[config.mk]
export PLATFORM = sky130hd
export DESIGN_NAME = branch_pc_ctrl
export DESIGN_NICKNAME = d
export VERILOG_FILES = /design/src/rtl/branch_pc_ctrl.sv
export SDC_FILE = /design/constraint.sdc
export NUM_CORES = 1
export LEC_CHECK = 0
export CAP_MARGIN = 20
export CORE_ASPECT_RATIO = 1.25
export CORE_UTILIZATION = 52
export DETAILED_ROUTE_END_ITERATION = 10
export GPL_TIMING_DRIVEN = 1
export PLACE_DENSITY = 0.95
export SLEW_MARGIN = 25
export SYNTH_ARGS = -nofsm -noshare
export SYNTH_HDL_FRONTEND = slang
export SYNTH_SLANG_ARGS = --single-unit
[constraint.sdc]
create_clock -name clk -period 6.7 [get_ports clk]
set_clock_uncertainty 0.05 [all_clocks]
set_input_delay 1.34 -clock clk [delete_from_list [all_inputs] [get_ports clk]]
set_output_delay 1.34 -clock clk [all_outputs]
set_load 0.02 [all_outputs]
[src/rtl/branch_pc_ctrl.sv]
`default_nettype none
// +----------------------------------------------------------------------------+
// | Module   : branch_pc_ctrl                                                  |
// | Purpose  : Fetch PC sequencer with branch/jump redirect and pending-target |
// |            handling. Optional macro BRANCH_PC_MISALIGN_TRAP_EN turns       |
// |            misaligned redirect targets into a trap pulse.                  |
// | Revision : 1.0 - initial release                                           |
// +----------------------------------------------------------------------------+
module branch_pc_ctrl #(
   parameter logic [31:0] RESET_PC = 32'h0000_0000
) (
   input  logic        clk,
   input  logic        rst_n,
   input  logic        redirect_valid,
   input  logic        is_branch,
   input  logic        is_jump,
   input  logic        branch_taken,
   input  logic [31:0] target_addr,
   output logic        imem_req,
   output logic [31:0] imem_addr,
   input  logic        imem_ack,
   input  logic [31:0] imem_rdata,
   output logic        instr_valid,
   input  logic        instr_ready,
   output logic [31:0] instr,
   output logic [31:0] instr_pc,
   output logic        misalign_trap
);

   typedef enum logic [1:0] {
      S_IDLE = 2'd0,
      S_REQ  = 2'd1,
      S_HOLD = 2'd2
   } state_t;

   state_t      r_state;
   logic [31:0] r_pc;
   logic [31:0] r_instr;
   logic [31:0] r_instr_pc;
   logic [31:0] r_pend_tgt;
   logic        r_pend;
   logic        r_trap;
   logic        r_imem_req;
   logic        r_instr_valid;

   logic        w_redir_cond;
   logic        w_take;
   logic        w_trap;
   logic [31:0] w_tgt;

   // is_jump dominates because it alone satisfies the OR regardless of the branch terms
   assign w_redir_cond = redirect_valid & (is_jump | (is_branch & branch_taken));

`ifdef BRANCH_PC_MISALIGN_TRAP_EN
   assign w_tgt  = target_addr;
   assign w_take = w_redir_cond & (target_addr[1:0] == 2'b00);
   assign w_trap = w_redir_cond & (target_addr[1:0] != 2'b00) & (r_state != S_IDLE);
`else
   logic w_unused_tgt_lsb;
   assign w_unused_tgt_lsb = ^target_addr[1:0];
   assign w_tgt  = {target_addr[31:2], 2'b00};
   assign w_take = w_redir_cond;
   assign w_trap = 1'b0;
`endif

   always_ff @(posedge clk or negedge rst_n) begin
      if (!rst_n) begin
         r_state       <= S_IDLE;
         r_pc          <= RESET_PC;
         r_instr       <= 32'h0;
         r_instr_pc    <= 32'h0;
         r_pend_tgt    <= 32'h0;
         r_pend        <= 1'b0;
         r_trap        <= 1'b0;
         r_imem_req    <= 1'b0;
         r_instr_valid <= 1'b0;
      end else begin
         r_trap <= w_trap;
         case (r_state)
            S_IDLE: begin
               r_state    <= S_REQ;
               r_pc       <= RESET_PC;
               r_imem_req <= 1'b1;
            end
            S_REQ: begin
               if (imem_ack) begin
                  // Any redirect seen during this request turns the returned word into garbage
                  if (w_take) begin
                     r_pc   <= w_tgt;
                     r_pend <= 1'b0;
                  end else if (r_pend) begin
                     r_pc   <= r_pend_tgt;
                     r_pend <= 1'b0;
                  end else begin
                     r_instr       <= imem_rdata;
                     r_instr_pc    <= r_pc;
                     r_pc          <= r_pc + 32'd4;
                     r_state       <= S_HOLD;
                     r_imem_req    <= 1'b0;
                     r_instr_valid <= 1'b1;
                  end
               end else if (w_take) begin
                  r_pend     <= 1'b1;
                  r_pend_tgt <= w_tgt;
               end
            end
            S_HOLD: begin
               if (w_take) begin
                  r_pc          <= w_tgt;
                  r_state       <= S_REQ;
                  r_imem_req    <= 1'b1;
                  r_instr_valid <= 1'b0;
               end else if (instr_ready) begin
                  r_state       <= S_REQ;
                  r_imem_req    <= 1'b1;
                  r_instr_valid <= 1'b0;
               end
            end
            default: begin
               r_state       <= S_IDLE;
               r_imem_req    <= 1'b0;
               r_instr_valid <= 1'b0;
            end
         endcase
      end
   end

   assign imem_req      = r_imem_req;
   assign imem_addr     = r_pc;
   assign instr_valid   = r_instr_valid;
   assign instr         = r_instr;
   assign instr_pc      = r_instr_pc;
   assign misalign_trap = r_trap;

endmodule
`default_nettype wire

### Word-level counts from Yosys, hierarchy flattened

Index checks and enable logic that the tools add are counted.

| word-level totals | value |
|---|---|
| flip-flop bits (word level) | 131 |
| bits of input ports | 72 |
| output and inout bits | 99 |
| logic and storage cells | 57 |

| operators by class | value |
|---|---|
| add/sub/neg operators | 1 |
| equality and inequality tests | 7 |
| mux-type cells | 25 |
| bitwise operators | 7 |
| reductions and logical operators | 9 |

Operators with widths:

| operator | count |
|---|---|
| $mux 32 | 4 |
| $pmux 32 s3 | 1 |
| $add 32x3->32 const B | 1 |
| $mux 1 | 12 |
| $mux 2 | 5 |
| $ne 2x2->1 const B | 4 |
| $reduce_and 4->1 | 2 |
| $pmux 1 s3 | 2 |
| $pmux 2 s3 | 1 |
| $reduce_and 3->1 | 2 |
| $reduce_and 5->1 | 1 |
| $not 1->1 | 4 |
| $ne 3x3->1 const B | 1 |
| $reduce_bool 3->1 | 1 |
| $and 1x1->1 | 2 |
| $eq 2x1->1 const B | 1 |
| $eq 2x2->1 const B | 1 |
| $logic_not 2->1 | 1 |
| $reduce_and 2->1 | 1 |
| $reduce_bool 2->1 | 1 |
| $or 1x1->1 | 1 |

### Depth between registers and ports, before layout

Gate-level depths: netlist of run 1.

| logic depth | value |
|---|---|
| depth in word-level cells | 6 |
| depth in mapped cells | 10 |

### Worst setup path before layout of run 1

Ideal clock, no wire load.

| path | value |
|---|---|
| kind | input to register |
| start | input is_branch |
| end | register r_instr[0] (netlist: instr[0]) |
| arrival time | 2.706 ns |
| data required time | 6.525 ns |
| path slack | 3.820 ns |
| stages | 5 |
| path buffers | 1 |
| cell sequence | a21o_1 a21o_1 nor2_1 buf_2 mux2_2 |

| on the way | value |
|---|---|
| cells in the longest elaborated chain, start to end | 5 |

Ends and longest elaborated chain:

| item | RTL line | source |
|---|---|---|
| from (decl) | 15 | `input logic is_branch,` |
| $and 1x1->1 | 52 | `assign w_redir_cond = redirect_valid & (is_jump \| (is_branch & branch_taken));` |
| $or 1x1->1 | 52 |  |
| $and 1x1->1 | 52 |  |
| $not 1->1 (no source line) | - |  |
| $reduce_and 4->1 (no source line) | - |  |
| to (signal assigned) | 95 | `r_instr <= imem_rdata;` |
| to (decl) | 38 | `logic [31:0] r_instr;` |

Every way passes these cells.
A chain may end at the register's enable or synchronous reset.

### Final worst setup path of run 1

| path | value |
|---|---|
| start | input is_branch |
| end | register r_pc[7] (netlist: imem_addr[7]) |

| on the way | value |
|---|---|
| cells in the longest elaborated chain, start to end | 6 |

Ends and longest elaborated chain:

| item | RTL line | source |
|---|---|---|
| $and 1x1->1 * | 52 |  |
| $or 1x1->1 * | 52 |  |
| $and 1x1->1 * | 52 |  |
| $mux 32 | 88 | `if (w_take) begin` |
| $mux 32 | 86 | `if (imem_ack) begin` |
| $pmux 32 s3 | 79 | `case (r_state)` |
| to (signal assigned) | 89 | `r_pc <= w_tgt;` |
| to (signal assigned) | 92 | `r_pc <= r_pend_tgt;` |
| to (signal assigned) | 97 | `r_pc <= r_pc + 32'd4;` |
| to (decl) | 37 | `logic [31:0] r_pc;` |

Every way passes the cells marked *; elsewhere a longest branch is shown, timed or not. The select of a mux whose other input is x is not followed.

==> implementation parameters, run 1 <==
Parameter                              Value

Placement
  Routability congestion estimate ... 0.8892
  DP Wirelength ... 11.46 mm
  Total of buffers placed on input and output ports ... between 150 and 200

Worst setup path
  Largest driver fanout on the critical path ... 24
  Start of the worst register-to-register path ... r_state[0]$_DFFE_PN0P_
  Class of the most critical setup path ... in -> reg
  Required arrival time at the worst endpoint ... 6900 ps
  Slowest stage cell, crit path ... nand2_1
  Capture instance of the worst register-to-register path ... imem_addr[7]$_DFFE_PN0P_
  Stage delay of the slowest cell on the critical path ... 600 ps
  Worst setup path start ... is_branch
  Kind of start point of the critical path ... input port
  Kind of capture point of the worst setup path ... register
  Most used cell, CP ... nand2_1
  Arrival time at the worst endpoint ... 3970 ps
  CP Cell Sequence ... clkdlybuf4s50_1 -> a21o_1 -> nand2_1 -> nand2_1 -> nand2_1 -> a22oi_1 -> o21ai_0
  Reg-to-reg slack, setup ... 3230 ps
  R2R depth ... 8

Yosys
  Number of library cell types mapped by synthesis ... 50
  Synth Flop Type ... dfrtp_1
  Adder-cell area share of the yosys netlist ... 0.01019
  Post-synthesis simple-gate area fraction ... 0.1000
  YS warnings ... 0
  Multiplexer area fraction after synthesis ... 0.1835
  Mean Syn Cell Area ... 11.21 sq um
  Number of enable flip-flop cells after synthesis ... 0
  Sequential area share after synthesis ... 0.5174
  Mapped Area ... around 6100 sq um
  Dominant combinational cell family by area after synthesis ... multiplexers
  Fraction of the mapped netlist area in compound gates ... 0.1237
  Async SR Flop Fraction ... 1.000
  Post-synthesis sequential element count ... 127
  Mapped Cells ... around 550
  Xor/xnor cell area share of the yosys netlist ... 0.03137

Timing
  Tightest Pin Transition ... 1075 ps
  Worst relative slew slack ... 0.2810
  Sum Neg Setup Slack ... 0 ps
  Minimum clock period ... 3769 ps
  Fmax ... ~270 MHz
  Max-slew violation count ... 0
  Setup-violating endpoint count in the final report ... 0
  Setup repair after global routing missed its margin ... false
  Count of final hold-check violations ... 0
  Share of the clock period used by the worst path ... 0.5625

Route
  Wire length per cell after detailed routing ... 20.31 um
  Number of detailed-route iterations in the first pass ... 7
  Post-detailed-route count of antenna-violating nets ... 0
  Vias per cell ... 6.164
  Iteration-0 DRC Markers ... 457
  Total via count in the routed design ... 5239
  Wire length reported by the detailed router ... 17.26 mm
  Residual DRC count ... 0

Power and ir drop
  Leakage dissipation ... 3.525 nW
  Worst vdd rail ir drop ... 0.2303 mV
  Power density of the placed cells ... 459.5 nW/um^2

Clocking
  Clock transition at the register clock pins on the worst setup and hold paths after CTS ... 50 ps
  Postcts setup bufs ... 0
  Clock insertion delay at the later pin of the skew report ... roughly 400 ps
  Number of clock sinks ... 127
  Root Driver ... clkbuf_16
  Clock tree from TritonCTS ... done
  CTS buffer count ... 17
  Post-CTS Hold Buffers ... 0
  Number of levels in the clock H-tree ... 4
  Clk buf depth ... 2
  Number of gates resized after cts ... 0

Final layout
  Antenna diodes ... 0
  Multi-input combinational cell area ... 2783 sq um
  FILL cells ... 757
  FF+latch area ... approximately 3200 sq um
  Post-layout utilization of the core ... 0.7278
  # nets final ... 776
  Share of post-route cells with drive strength above 1 ... 0.1868
  Area growth, synth to finish ... 36.99%

Worst hold path
  Hold Crit Start ... imem_req$_DFFE_PN0P_
  Path type of the worst min-delay path ... reg -> reg
  Hold path cells ... 2
  Hold Crit Endpoint ... imem_req$_DFFE_PN0P_

Flow run
  Number of violations of the max-capacitance limit ... 0

Die
  Number of rows created at floorplan ... 44
  Initial core utilization ... 0.5313
  Floorplan die width ... approximately 99 um
  # IOs ... 171
  Placeable core region ... 11560 sq um
  Height of the die ... between 100 and 150 um
  Overall die area ... approximately 12000 sq um

Global route
  First-pass GRT wire length ... 27.06 mm
  All-layer global routing usage ... 0.2882
  Via count of the first global-routing pass ... about 5400
  Pin count of the biggest net entering global routing ... about 70
  Number of antenna violations at the first check in global routing ... 0
  Overflow after GRT ... 0

Run status
  Outcome ... finished clean
[critical path: cells and delay by family]
| family | cells | cell delay, ps |
|---|---|---|
| and+or+nand+nor | 3 | 1390 |
| buffers and inverters | 1 | 450 |
| AOI/OAI and AO/OA | 3 | 780 |
[layer usage]
layer / global-route usage / up-vias / part of all wire
met5: 0 / - / 0
met4: 0.1572 / 0 / 0.038
met3: 0.06218 / 67 / 0.067
met2: 0.5074 / 307 / 0.53
met1: 0.3272 / 2572 / 0.37
li1: - / 2293 / -
[cell usage after synthesis, types with 5 or more instances]
| master | instances | area share |
|---|---|---|
| dfrtp_1 | 127 | 0.52 |
| mux2_2 | 93 | 0.17 |
| nand2_1 | 53 | 0.032 |
| o21ai_0 | 46 | 0.037 |
| a21oi_1 | 22 | 0.018 |
| clkbuf_1 | 21 | 0.013 |
| a22oi_1 | 20 | 0.024 |
| nand3_1 | 19 | 0.015 |
| xnor2_1 | 17 | 0.024 |
| nor2_1 | 15 | 0.0092 |
| nor3_1 | 9 | 0.0073 |
| buf_2 | 8 | 0.0065 |
| mux2i_1 | 8 | 0.013 |
| nand4_1 | 8 | 0.0081 |
| inv_1 | 7 | 0.0043 |
| buf_4 | 5 | 0.0061 |
| ha_1 | 5 | 0.010 |
| o211ai_1 | 5 | 0.0061 |
| xor2_1 | 5 | 0.0071 |
[per-stage QoR]
step	total power, W	instances	setup WS (ps)	cell area [sq um]	hold WS (ps)
floorplan	0.002201	552	3820	6157	423.1
global placement	0.002812	818	2712	7815	431.2
detailed placement	0.002904	818	2609	7815	442.7
CTS	0.003863	850	3027	8414	455.6
global route	0.004050	850	2762	8414	466.5
finish	0.003866	850	2931	8414	450.3
[worst max-delay path by stage]
stage | end | cells after the start
2_1_floorplan | instr[0]$_DFFE_PN0P_ | 5
3_3_place_gp | instr[25]$_DFFE_PN0P_ | 6
3_5_place_dp | instr[24]$_DFFE_PN0P_ | 6
4_1_cts | imem_addr[7]$_DFFE_PN0P_ | 7
5_1_grt | imem_addr[7]$_DFFE_PN0P_ | 7
6_report | imem_addr[7]$_DFFE_PN0P_ | 7
[registers in the layout, summed over array words and instances, names as in the netlist]
register,cells
instr,32
r_pend_tgt,30
imem_addr,30
instr_valid,1
imem_req,1
instr_pc,30
r_pend,1
r_state,2
[power breakdown]
group	total (W)	switching [W]	internal, W
clock network	0.000935	0.000334	0.000601
registers	0.00136	0.000279	0.00108
logic	0.00157	0.000810	0.000764
[cells by family (layout without fill, tap and decap cells)]
kind of cell             after synthesis  after routing
flip-flops                           127            127
AND/OR/NAND/NOR                      126            126
AO/OA/AOI/OAI                        120            120
buffers and inverters                 46            206
multiplexers                         101            101
XOR/XNOR                              22             22
other                                  1              5
adder cells (fa/ha/maj)                5              5
[cell usage in the layout, fill, tap and decap left out, types with 3 or more instances in the layout]
cell type,count
a22oi_1,20
a32oi_1,4
xor2_1,5
mux2i_1,8
a221oi_1,4
ha_1,5
and3_1,4
or3_1,4
clkdlybuf4s50_1,162
nand3_1,19
xnor2_1,17
clkinv_2,5
inv_1,7
nor2_1,14
mux2_2,93
clkbuf_16,17
nor4_1,3
a21oi_1,22
o211ai_1,5
bufinv_16,3
dfrtp_1,127
nor3_1,9
a21o_1,3
nand2_1,53
nand4_1,8
o21ai_0,46
a22o_1,4
conb_1,5
buf_4,4
[cell type report]
cell class | count | area share
clock buffer | 21 | 0.05472
clock inverter | 11 | 0.01651
inverter | 8 | 0.003569
multi-input combinational | 379 | 0.3307
sequential | 127 | 0.3777
tap | 138 | 0.02052
timing repair buffer | 166 | 0.1963
No activity file was read; power rests on OpenSTA's default activity.
==> inputs of run 2 (changes only) <==
--- a/config.mk
+++ b/config.mk
@@ -7,10 +7,10 @@
 export LEC_CHECK = 0
 export CAP_MARGIN = 20
 export CORE_ASPECT_RATIO = 1.25
-export CORE_UTILIZATION = 52
+export CORE_UTILIZATION = 48
 export DETAILED_ROUTE_END_ITERATION = 10
 export GPL_TIMING_DRIVEN = 1
-export PLACE_DENSITY = 0.95
+export PLACE_DENSITY = 0.9
 export SLEW_MARGIN = 25
 export SYNTH_ARGS = -nofsm -noshare
 export SYNTH_HDL_FRONTEND = slang
==> constraint.sdc (replaced) <==
create_clock -name clk -period 3.5 [get_ports clk]
set_clock_uncertainty 0.05 [all_clocks]
set_input_delay 0.7 -clock clk [delete_from_list [all_inputs] [get_ports clk]]
set_output_delay 0.7 -clock clk [all_outputs]
set_load 0.02 [all_outputs]
==> run 2 against run 1 <==
Effect of this change: final cell count grew 4.4%; worst hold slack lost 210 ps; non-clock buffer count grew 13; via count grew 0.44%.
==> implementation parameters, run 2 (synthesis results as in run 1) <==
Parameter                              Value

Timing
  Setup-violating endpoint count in the final report ... 0 (unchanged)
  Minimum clock period ... 2728 ps
  Setup repair after global routing missed its margin ... false
  Max-slew violation count ... 0 (unchanged)
  Share of the clock period used by the worst path ... 0.7794
  Tightest Pin Transition ... 692.6 ps (-381.9 ps)
  Sum Neg Setup Slack ... 0 ps (unchanged)
  Count of final hold-check violations ... 0 (unchanged)
  Worst relative slew slack ... 0.5383 (+0.2573)
  Fmax ... 366.6 MHz

Worst setup path
  Crit path buf inv count ... 1 (unchanged)
  Capture instance of the worst register-to-register path ... imem_addr[23]$_DFFE_PN0P_
  Kind of start point of the critical path ... register
  Slowest stage cell, crit path ... ha_1
  Largest driver fanout on the critical path ... 19 (-21%)
  Arrival time at the worst endpoint ... 2960 ps (-1010 ps)
  R2R depth ... 8 (unchanged)
  Stage delay of the slowest cell on the critical path ... 610 ps (about the same)
  Required arrival time at the worst endpoint ... 3730 ps (-3170 ps)
  Start of the worst register-to-register path ... r_state[1]$_DFFE_PN0P_
  Kind of capture point of the worst setup path ... register
  Class of the most critical setup path ... reg -> reg
  CP Cell Sequence ... inv_1 -> ha_1 -> nor2b_1 -> nor2_1 -> and3_1 -> a22o_1 -> a221oi_1 -> o21ai_0
  Family with the most delay on the worst path ... simple AND/OR/NAND/NOR gates
  Reg-to-reg slack, setup ... 770 ps (-2460 ps)

Die
  Height of the die ... 128.5 um (+4.0%)
  Placeable core region ... 12330 sq um (+6.7%)
  Initial core utilization ... 0.4981 (-0.03315)
  # IOs ... 171 (unchanged)
  Floorplan die width ... 103.2 um (+4.0%)
  Overall die area ... 13250 sq um (+8.2%)
  Number of rows created at floorplan ... 45 (+2.3%)

Route
  Vias per cell ... 5.932 (-3.8%)
  Wire length per cell after detailed routing ... 19.88 um (-2.1%)
  Residual DRC count ... 0 (unchanged)
  Iteration-0 DRC Markers ... 502 (+9.8%)
  Post-detailed-route count of antenna-violating nets ... 0 (unchanged)
  Number of detailed-route iterations in the first pass ... 7 (unchanged)
  Wire length reported by the detailed router ... 17.63 mm (+2.2%)
  Total via count in the routed design ... 5262 (+0.44%)

Final layout
  FILL cells ... 830 (+9.6%)
  Number of flip-flops under the largest register name ... 32 (unchanged)
  Share of post-route cells with drive strength above 1 ... 0.2019 (+0.01514)
  Commonest cells after routing, fill and taps aside ... 162 x clkdlybuf4s50_1, 127 x dfrtp_1, 93 x mux2_2
  Antenna diodes ... 0 (unchanged)
  # nets final ... 789 (+1.7%)
  Area growth, synth to finish ... 39.42%
  Count of placed standard cells in the final layout, fillers left out ... 887 (+4.4%)
  FF+latch area ... 3178 sq um (unchanged)
  Multi-input combinational cell area ... 2783 sq um (unchanged)
  Leading cell type in the layout, fill and taps excluded ... clkdlybuf4s50_1

Power and ir drop
  Power density of the placed cells ... 867.4 nW/um^2 (+89%)
  Worst vdd rail ir drop ... 0.4761 mV (+110%)
  Leakage dissipation ... 3.588 nW (+1.8%)

Flow run
  Number of violations of the max-capacitance limit ... 0 (unchanged)

Placement
  Routability congestion estimate ... 0.9033 (+1.6%)
  Number of placed instances, taps included ... 857 (+4.8%)
  Total of buffers placed on input and output ports ... 163 (unchanged)
  DP Wirelength ... 11.93 mm (+4.1%)

Clocking
  Number of gates resized after cts ... 0 (unchanged)
  Clock insertion delay at the later pin of the skew report ... 420 ps (about the same)
  CTS buffer count ... 17 (unchanged)
  Number of clock sinks ... 127 (unchanged)
  Clock tree from TritonCTS ... done
  Clk buf depth ... 2 (unchanged)
  Post-CTS Hold Buffers ... 0 (unchanged)
  Number of levels in the clock H-tree ... 4 (unchanged)
  Postcts setup bufs ... 0 (unchanged)
  Clock transition at the register clock pins on the worst setup and hold paths after CTS ... 60 ps (about the same)
  Root Driver ... clkbuf_16

Global route
  First-pass GRT wire length ... 28.03 mm (+3.6%)
  Pin count of the biggest net entering global routing ... 49 (-29%)
  All-layer global routing usage ... 0.2800 (-0.008172)
  Via count of the first global-routing pass ... 5374 (-0.52%)
  Overflow after GRT ... 0 (unchanged)
  Number of antenna violations at the first check in global routing ... 0 (unchanged)

Worst hold path
  Path type of the worst min-delay path ... in -> async

Run status
  Outcome ... finished clean
[run 2: changes by cell type in the layout (fill, tap and decap cells not counted)]
cell        delta
clkbuf_1       -2
bufinv_16      -1
buf_4         +10
buf_12         +3
clkbuf_8       +1
clkinv_2       -2
clkinvlp_4     +2
[run 2: how the worst max path moves through the flow]
stage | end | depth (start not counted) | startpoint | slack (ps)
3_5_place_dp | instr[3]$_DFFE_PN0P_ | 6 | is_branch | 560
5_1_grt | imem_addr[23]$_DFFE_PN0P_ | 8 | r_state[1]$_DFFE_PN0P_ | 650
3_3_place_gp | instr[18]$_DFFE_PN0P_ | 6 | is_branch | 610
6_report | imem_addr[23]$_DFFE_PN0P_ | 8 | r_state[1]$_DFFE_PN0P_ | 770
4_1_cts | imem_addr[31]$_DFFE_PN0P_ | 5 | r_state[1]$_DFFE_PN0P_ | 850
2_1_floorplan | instr[0]$_DFFE_PN0P_ | 5 | is_branch | 1260
[run 2: per-layer routing]
metal,vias to the layer above,share of wire,GRT usage
met4,0,0.035,0.1284
li1,2317,-,-
met2,311,0.53,0.4816
met1,2577,0.36,0.3324
met3,57,0.074,0.06029
met5,-,0,0
[run 2: metrics by stage]
stage	cell area [sq um]	util	power [W]	worst slack, ps	hold WS (ps)
final	8563	0.6945	0.007428	772.0	237.8
after global routing	8563	0.6945	0.007779	651.8	292.9
after CTS	8563	0.6945	0.007441	848.3	264.8
after detailed placement	7983	0.6474	0.005654	560.4	441.3
after global placement	7983	0.6474	0.005487	613.4	430.0
after floorplan	6157	-	0.004214	1260	354.4
[run 2: power by group]
part           switching (W)  leakage [nW]  total, W  internal, W
clock network       0.000646         0.276   0.00174      0.00109
registers           0.000483          1.63   0.00255      0.00206
logic                0.00162          1.68   0.00314      0.00153
[run 2: layout make-up]
cell class	instances	area share
Timing Repair Buffer	179	0.2086
Sequential cell	127	0.3711
Tap cell	164	0.02396
Clock inverter	10	0.01330
Multi-Input combinational cell	379	0.3250
Clock buffer	20	0.05450
Inverter	8	0.003507
